**src/rtl/uart_defs.sv**
```systemverilog
// -----------------------------------------------------------------------------
// uart_defs
//   Shared definitions for the UART receiver slice. This package holds the
//   receive and handshake FSM state encodings, the default bit period, and the
//   frame constants.
//
//   Build option: UART_RX_PARITY_EN adds the R_PARITY receive state.
// -----------------------------------------------------------------------------
package uart_defs;

  // 50 MHz / 115200 baud
  localparam int DEFAULT_CLKS_PER_BIT = 434;

  // 8N1 frame layout
  localparam int DATA_BITS = 8;
  localparam int STOP_BITS = 1;

  typedef enum logic [2:0] {
    R_IDLE   = 3'd0,
    R_START  = 3'd1,
    R_DATA   = 3'd2,
    R_STOP   = 3'd3,
    R_BREAK  = 3'd4
`ifdef UART_RX_PARITY_EN
    ,
    R_PARITY = 3'd5
`endif
  } rx_state_e;

  typedef enum logic [1:0] {
    H_EMPTY = 2'd0,
    H_FULL  = 2'd1,
    H_REQ   = 2'd2,
    H_ACK   = 2'd3
  } hsk_state_e;

endpackage

```
**src/rtl/sync2.sv**
```systemverilog
// -----------------------------------------------------------------------------
// sync2
//   Two-flop synchroniser for asynchronous inputs. The reset value is
//   parameterised so that idle-high lines come out of reset already idle.
//
//   Ports:
//     clk    - destination clock
//     rst_n  - asynchronous active-low reset (both stages load RESET_VAL)
//     d      - asynchronous input, WIDTH bits
//     q      - synchronised output, WIDTH bits
// -----------------------------------------------------------------------------
module sync2 #(
  parameter int               WIDTH     = 1,
  parameter logic [WIDTH-1:0] RESET_VAL = '0
) (
  input  logic             clk,
  input  logic             rst_n,
  input  logic [WIDTH-1:0] d,
  output logic [WIDTH-1:0] q
);

  logic [WIDTH-1:0] meta_q;
  logic [WIDTH-1:0] sync_q;

  // NOTE: non-blocking assignments make both stages sample their pre-edge
  // inputs; blocking would collapse the chain into a single flop.
  always_ff @(posedge clk or negedge rst_n) begin
    if (!rst_n) begin
      meta_q <= RESET_VAL;
      sync_q <= RESET_VAL;
    end else begin
      meta_q <= d;
      sync_q <= meta_q;
    end
  end

  assign q = sync_q;

endmodule

```
**src/rtl/uart_rx_hsk.sv**
```systemverilog
// -----------------------------------------------------------------------------
// uart_rx_hsk
//   8N1 UART receiver feeding comm_handler over a 4-phase req/ack byte
//   handshake. The receiver runs independently of the consumer. A single
//   holding register carries the byte across the handshake. A byte that
//   completes while the holder is busy is dropped and flagged as overrun.
//
//   Build option: UART_RX_PARITY_EN inserts a parity bit after the data bits.
//   It adds the parameter PARITY_ODD and the output out_parity_err.
//
//   Ports:
//     in_clk              - system clock
//     in_rst_n            - asynchronous active-low reset
//     in_uart_rx          - asynchronous serial line, idle high
//     in_rx_enable        - consumer ready to start a handshake
//     out_data_rx         - held byte, stable from load until the handshake ends
//     out_data_rx_hsk_req - byte-valid request (registered)
//     in_data_rx_hsk_ack  - acknowledge from consumer
//     out_frame_err       - 1-cycle pulse: stop bit sampled low
//     out_overrun         - 1-cycle pulse: byte dropped, holder was busy
//     out_parity_err      - (parity build only) 1-cycle pulse at stop sample
// -----------------------------------------------------------------------------
module uart_rx_hsk
  import uart_defs::*;
#(
  parameter int CLKS_PER_BIT = DEFAULT_CLKS_PER_BIT
`ifdef UART_RX_PARITY_EN
  ,
  parameter bit PARITY_ODD   = 1'b0
`endif
) (
  input  logic       in_clk,
  input  logic       in_rst_n,
  input  logic       in_uart_rx,
  input  logic       in_rx_enable,
  output logic [7:0] out_data_rx,
  output logic       out_data_rx_hsk_req,
  input  logic       in_data_rx_hsk_ack,
  output logic       out_frame_err,
  output logic       out_overrun
`ifdef UART_RX_PARITY_EN
  ,
  output logic       out_parity_err
`endif
);

  // Counter runs 0 .. CLKS_PER_BIT-1, so $clog2 bits always suffice.
  localparam int               CNT_W    = $clog2(CLKS_PER_BIT);
  localparam logic [CNT_W-1:0] CNT_LAST = CNT_W'(CLKS_PER_BIT - 1);
  localparam logic [CNT_W-1:0] CNT_MID  = CNT_W'(CLKS_PER_BIT / 2 - 1);
  localparam logic [2:0]       BIT_LAST = 3'(DATA_BITS - 1);

  logic rx_s;

  rx_state_e        rx_state_q, rx_state_d;
  logic [CNT_W-1:0] cnt_q, cnt_d;
  logic [2:0]       bit_idx_q, bit_idx_d;
  logic [7:0]       shreg_q, shreg_d;
  logic             frame_err_q, frame_err_d;
  logic             byte_done;

  hsk_state_e       hsk_q, hsk_d;
  logic [7:0]       data_q, data_d;
  logic             req_q, req_d;
  logic             overrun_q, overrun_d;

`ifdef UART_RX_PARITY_EN
  logic             par_bad_q, par_bad_d;
  logic             parity_err_q, parity_err_d;
`endif

  sync2 #(
    .WIDTH    (1),
    .RESET_VAL(1'b1)
  ) u_sync_rx (
    .clk  (in_clk),
    .rst_n(in_rst_n),
    .d    (in_uart_rx),
    .q    (rx_s)
  );

  // ---------------------------------------------------------------------------
  // Receive FSM
  // ---------------------------------------------------------------------------
  // NOTE: every signal driven here gets a default before the case statement,
  // so no path can leave a value unassigned and infer a latch.
  always_comb begin
    rx_state_d  = rx_state_q;
    cnt_d       = (cnt_q == CNT_LAST) ? '0 : cnt_q + CNT_W'(1);
    bit_idx_d   = bit_idx_q;
    shreg_d     = shreg_q;
    frame_err_d = 1'b0;
    byte_done   = 1'b0;
`ifdef UART_RX_PARITY_EN
    par_bad_d    = par_bad_q;
    parity_err_d = 1'b0;
`endif

    unique case (rx_state_q)
      R_IDLE: begin
        cnt_d = '0;
        if (!rx_s) rx_state_d = R_START;
      end

      // Mid start bit: a line already back high was only a glitch.
      R_START: begin
        if (cnt_q == CNT_MID) begin
          if (rx_s) begin
            rx_state_d = R_IDLE;
          end else begin
            cnt_d      = '0;
            bit_idx_d  = '0;
            rx_state_d = R_DATA;
`ifdef UART_RX_PARITY_EN
            par_bad_d  = 1'b0;
`endif
          end
        end
      end

      // The counter was re-phased at mid start bit, so each wrap lands mid-bit.
      R_DATA: begin
        if (cnt_q == CNT_LAST) begin
          shreg_d   = {rx_s, shreg_q[7:1]};
          bit_idx_d = bit_idx_q + 3'd1;
          if (bit_idx_q == BIT_LAST) begin
`ifdef UART_RX_PARITY_EN
            rx_state_d = R_PARITY;
`else
            rx_state_d = R_STOP;
`endif
          end
        end
      end

`ifdef UART_RX_PARITY_EN
      R_PARITY: begin
        if (cnt_q == CNT_LAST) begin
          par_bad_d  = ((^shreg_q) ^ rx_s) != PARITY_ODD;
          rx_state_d = R_STOP;
        end
      end
`endif

      R_STOP: begin
        if (cnt_q == CNT_LAST) begin
`ifdef UART_RX_PARITY_EN
          parity_err_d = par_bad_q;
`endif
          if (rx_s) begin
`ifdef UART_RX_PARITY_EN
            byte_done = !par_bad_q;
`else
            byte_done = 1'b1;
`endif
            rx_state_d = R_IDLE;
          end else begin
            frame_err_d = 1'b1;
            rx_state_d  = R_BREAK;
          end
        end
      end

      // A held-low line must see a rising edge before any new frame can start.
      R_BREAK: begin
        cnt_d = '0;
        if (rx_s) rx_state_d = R_IDLE;
      end

      default: begin
        cnt_d      = '0;
        rx_state_d = R_IDLE;
      end
    endcase
  end

  // ---------------------------------------------------------------------------
  // Handshake FSM and holding register
  // ---------------------------------------------------------------------------
  always_comb begin
    hsk_d     = hsk_q;
    data_d    = data_q;
    overrun_d = 1'b0;

    unique case (hsk_q)
      H_EMPTY: begin
        if (byte_done) begin
          data_d = shreg_q;
          hsk_d  = H_FULL;
        end
      end
      H_FULL:  if (in_rx_enable)        hsk_d = H_REQ;
      H_REQ:   if (in_data_rx_hsk_ack)  hsk_d = H_ACK;
      H_ACK:   if (!in_data_rx_hsk_ack) hsk_d = H_EMPTY;
      default: hsk_d = H_EMPTY;
    endcase

    // The holder only reloads from H_EMPTY. A byte finishing on the
    // H_ACK->H_EMPTY cycle is therefore dropped as well.
    if (byte_done && (hsk_q != H_EMPTY)) overrun_d = 1'b1;

    req_d = (hsk_d == H_REQ);
  end

  // ---------------------------------------------------------------------------
  // State registers
  // ---------------------------------------------------------------------------
  always_ff @(posedge in_clk or negedge in_rst_n) begin
    if (!in_rst_n) begin
      rx_state_q  <= R_IDLE;
      cnt_q       <= '0;
      bit_idx_q   <= '0;
      shreg_q     <= '0;
      frame_err_q <= 1'b0;
      hsk_q       <= H_EMPTY;
      data_q      <= '0;
      req_q       <= 1'b0;
      overrun_q   <= 1'b0;
    end else begin
      rx_state_q  <= rx_state_d;
      cnt_q       <= cnt_d;
      bit_idx_q   <= bit_idx_d;
      shreg_q     <= shreg_d;
      frame_err_q <= frame_err_d;
      hsk_q       <= hsk_d;
      data_q      <= data_d;
      req_q       <= req_d;
      overrun_q   <= overrun_d;
    end
  end

`ifdef UART_RX_PARITY_EN
  always_ff @(posedge in_clk or negedge in_rst_n) begin
    if (!in_rst_n) begin
      par_bad_q    <= 1'b0;
      parity_err_q <= 1'b0;
    end else begin
      par_bad_q    <= par_bad_d;
      parity_err_q <= parity_err_d;
    end
  end

  assign out_parity_err = parity_err_q;
`endif

  assign out_data_rx         = data_q;
  assign out_data_rx_hsk_req = req_q;
  assign out_frame_err       = frame_err_q;
  assign out_overrun         = overrun_q;

endmodule

```
**config.mk**
```make
export PLATFORM = sky130hd
export DESIGN_NAME = uart_rx_hsk
export DESIGN_NICKNAME = d
export VERILOG_FILES = /design/src/rtl/uart_defs.sv /design/src/rtl/sync2.sv /design/src/rtl/uart_rx_hsk.sv
export SDC_FILE = /design/constraint.sdc
export NUM_CORES = 1
export LEC_CHECK = 0
export ABC_AREA = 0
export ABC_CLOCK_PERIOD_IN_PS = 1680
export CAP_MARGIN = 30
export CORE_ASPECT_RATIO = 1.1
export CORE_MARGIN = 10
export CORE_UTILIZATION = 50
export CTS_CLUSTER_SIZE = 40
export DETAILED_ROUTE_END_ITERATION = 7
export PLACE_DENSITY_LB_ADDON = 0.08
export REMOVE_ABC_BUFFERS = 1
export SLEW_MARGIN = 20
export SYNTH_ARGS = -nofsm -noshare
export SYNTH_HDL_FRONTEND = slang
export SYNTH_SLANG_ARGS = --single-unit
```
**constraint.sdc**
```tcl
create_clock -name in_clk -period 1.68 [get_ports in_clk]
set_input_delay 0.252 -clock in_clk [delete_from_list [all_inputs] [get_ports in_clk]]
set_output_delay 0.252 -clock in_clk [all_outputs]
set_load 0.1 [all_outputs]
```
==> out/metrics.yaml <==
route:
  drt_iter0_drc: 87
  drc_errors: 0
  avgRoutedWirePerCell_um: 15.62
  postRouteAntennaNets: 0
  wirelength_um: 3281
  firstDrtPassIters: 4
  vias: 1138
  viasPerCell: 5.419
timing:
  worst_pin_slew_ns: 0.4917
  worst_clock_skew_ns: 0.009054
  timing.slew.headroom_pct: 67.10
  setup_slack_ns: -0.007015
  timing.hold.ws_ns: 0.3176
  slew_viol_final: 0
  grt_setup_unrepaired: "yes"
  min_period_over_period_pct: 100.4
  final-hold-violation-count: 0
  report.final.setup_viol: 1
  max_freq_mhz: 592.8
  timing.final.crit_period_ns: 1.687
logic_synthesis:
  synth.distinct_cells: 31
  syn-cell-area_um2: 1680
  avg_cell_area_syn_um2: 12.36
  ys_seq_area_share_pct: 56.74
  synthesis.yosys.warnings: 0
  synth_seq_cells: 38
  post_synth_inst_count: 136
clock_tree:
  clock-sinks: 38
  cts-root-buf: "clkbuf_4"
  cts.path.max_buffers: 2
  clk_pin_slew_worst_setup_hold_paths_ns: 0.10
  cts_tree: "yes"
  cts_made_buffers: 5
  worstSkewPairLatency_ns: 0.34
  cts_max_level: 2
power:
  total_leakage_power_uw: 0.001117
  power.clock.fraction_pct: 27.2
  comb_power_share_pct: 13.7
  switching_share_pct: 27.40
  p_int_uw: 1214
  pwr_cell_area_nw_per_um2: 739.4
  portion_of_total_power_attributed_to_sequential_cells_pct: 59.1
  vdd_drop_max_uv: 619.3
  net_switching_power_uw: 458.4
critical_path:
  cp_slowest_stage_delay_ns: 0.39
  cp_cell_sequence: "or3b_4 -> o41ai_2 -> o211ai_1 -> mux2_4"
  worst_ep_arrival_time_ns: 1.92
  cp_slowest_cell: "or3b_4"
  critPathRequiredTime_ns: 1.91
  cpLargestDelayFamily: "compound AO/OA/AOI/OAI gates"
  worst_setup_path_end_kind: "flop"
  crit_path_max_fanout: 3
  worst-setup-path-type: "flop to flop"
  cp.buffers_inverters: 0
  timing.critical_path.from_type: "flop"
cells_and_area:
  layout-drive-gt1-share_pct: 42.53
  area_grow_syn2layout_pct: 34.62
  diodes: 0
  final-instance-count-excl-fill: 210
  fillerInstances: 238
  layout.nets: 185
  layout.cell_area.non_filler_um2: 2262
floorplanning:
  die_h_um: 80.80
  core_area_um2: 3276
  floorplan.initialDensity_pct: 51.30
  rows: 22
  die_width_um: 75.28
  die_area_um2: 6082
  design.portCount: 16
global_routing:
  wire_length_of_the_first_global_routing_pass_um: 5851
  globalRouteOverflowTotal: 0
  grt_antenna_before_repair: 0
  grt_start_max_net_pins: 39
  grt.total_usage_pct: 12.30
  grt_pass1_vias: 1247
job:
  drv_cap: 0
hold_path:
  hp-class: "input port to flop"
placement:
  gp_congestion: 0.7700
  pre_cts_ws_ns: -0.1094
  place.detailed.hpwl_um: 2212
  io_buffer_count: 15
  dpl-instance-area_um2: 2076
  post-place-cells: 199
status:
  failed_checks: "setup timing"
  status: "finished with violations"
-- routing by layer --
layer	part of all wire [%]	track usage, %	vias up	routed length (um)
met3	4.2	4.634	5	137
li1	-	-	548	-
met2	53	21.37	14	1743
met4	1.3	3.903	0	44
met5	0	0	-	0
met1	41	13.55	571	1355
-- timing repair --
item / CTS / global route
gates cloned: 1 / 0
hold endpoints to repair: 36 / 0
buffers inserted: 0 / 3
endpoints found under the setup margin: 29 / 18
hold buffers: 1 / 0
pin swaps: 4 / 6
gates resized for setup: 9 / 12
-- state kept, by name, indices dropped and copies added, names as in the netlist, 2 cells and up --
name and cells:
cnt_q 9, bit_idx_q 3, hsk_q 2, out_data_rx 8
rx_state_q 3, shreg_q 8
-- cells by family after synthesis --
kind of cell / after synthesis / share of synthesized area (%)
DFF: 38 / 56.74
AOI/OAI and AO/OA: 14 / 6.106
and+or+nand+nor: 46 / 15.93
xor gates and xnor gates: 8 / 4.170
muxes: 17 / 11.39
adders and majority gates: 5 / 3.723
buffers and inverters: 8 / 1.936
-- final timing paths --
path / cells after the start / slack, ns / startpoint / to
worst max register to register: 4 / -0.007 / u_sync_rx.q / bit_idx_q[0]
worst min-delay path: 1 / 0.32 / in_uart_rx / u_sync_rx.meta_q
worst min register to register: 0 / 0.36 / u_sync_rx.meta_q / u_sync_rx.q
min in group asynchronous: 3 / 0.48 / in_rst_n / cnt_q[0]
worst max-delay path: 4 / -0.007 / u_sync_rx.q / bit_idx_q[0]
max in group asynchronous: 3 / 0.83 / in_rst_n / u_sync_rx.q
-- layout make-up --
class | count | area (um2) | share of cell area (%)
flip-flops and latches | 38 | 953.4 | 42.15
multi-input cells | 91 | 785.8 | 34.73
repair buffers | 33 | 404.1 | 17.87
clock buffers | 6 | 51.30 | 2.268
well taps | 36 | 45.04 | 1.991
inverters | 6 | 22.52 | 0.9956
-- cell usage after synthesis --
cell type,instances,share of area (%)
xor2_1,2,1.0
o21ai_0,3,0.89
o211ai_1,1,0.45
a2111o_1,1,0.67
nand2_1,9,2.0
nand2b_1,2,0.74
buf_2,2,0.60
a21oi_1,3,0.89
a211oi_1,1,0.45
dfrtp_1,36,54
inv_1,6,1.3
nor3_1,2,0.60
o41ai_1,1,0.52
nor2_1,18,4.0
nor4_4,1,1.3
nand4_4,1,1.3
a22o_1,2,1.0
or2_2,1,0.37
nand4_1,2,0.74
nand2_2,1,0.37
ha_1,5,3.7
nand4b_4,1,1.4
nand3_1,3,0.89
and3_1,1,0.37
dfstp_2,2,3.1
mux2_2,17,11
or3b_1,1,0.52
a311o_1,1,0.60
nor3b_1,3,1.3
a211o_2,1,0.60
xnor2_1,6,3.1
-- power groups by stage --
stage	clock, uW	sequential [uW]	combinational, uW
after floorplan	0	1070	53.5
after global placement	0	1000	212
after detailed placement	0	1010	216
after CTS	471	989	232
after global routing	506	998	249
final	454	988	230
-- layout by cell type, fill, tap and decap left out, drive strengths merged --
cell,Yosys,layout
dfstp,2,2
o41ai,1,1
nand2,10,10
buf,2,29
xnor2,6,6
nand3,3,3
xor2,2,2
nor3b,3,3
a2111o,1,1
a311o,1,1
nor2,18,18
nor3,2,2
inv,6,6
and3,1,1
or3b,1,1
o21ai,3,3
clkdlybuf4s50,0,3
ha,5,5
or2,1,1
nand4b,1,1
dlygate4sd3,0,1
a211oi,1,1
nor4,1,1
a22o,2,2
o211ai,1,1
nand4,3,4
a21oi,3,3
nand2b,2,2
clkbuf,0,6
mux2,17,17
dfrtp,36,36
a211o,1,1
-- stage by stage --
stage | total power (uW) | setup TNS (ns) | util (%)
5_1_grt | 1752 | -0.4012 | 69.06
2_1_floorplan | 1123 | -2.562 | -
4_1_cts | 1692 | 0 | 67.04
6_report | 1673 | -0.007015 | 69.06
3_5_place_dp | 1224 | -1.496 | 63.37
3_3_place_gp | 1214 | -0.7996 | 63.37
No activity file was read; power rests on OpenSTA's default activity.
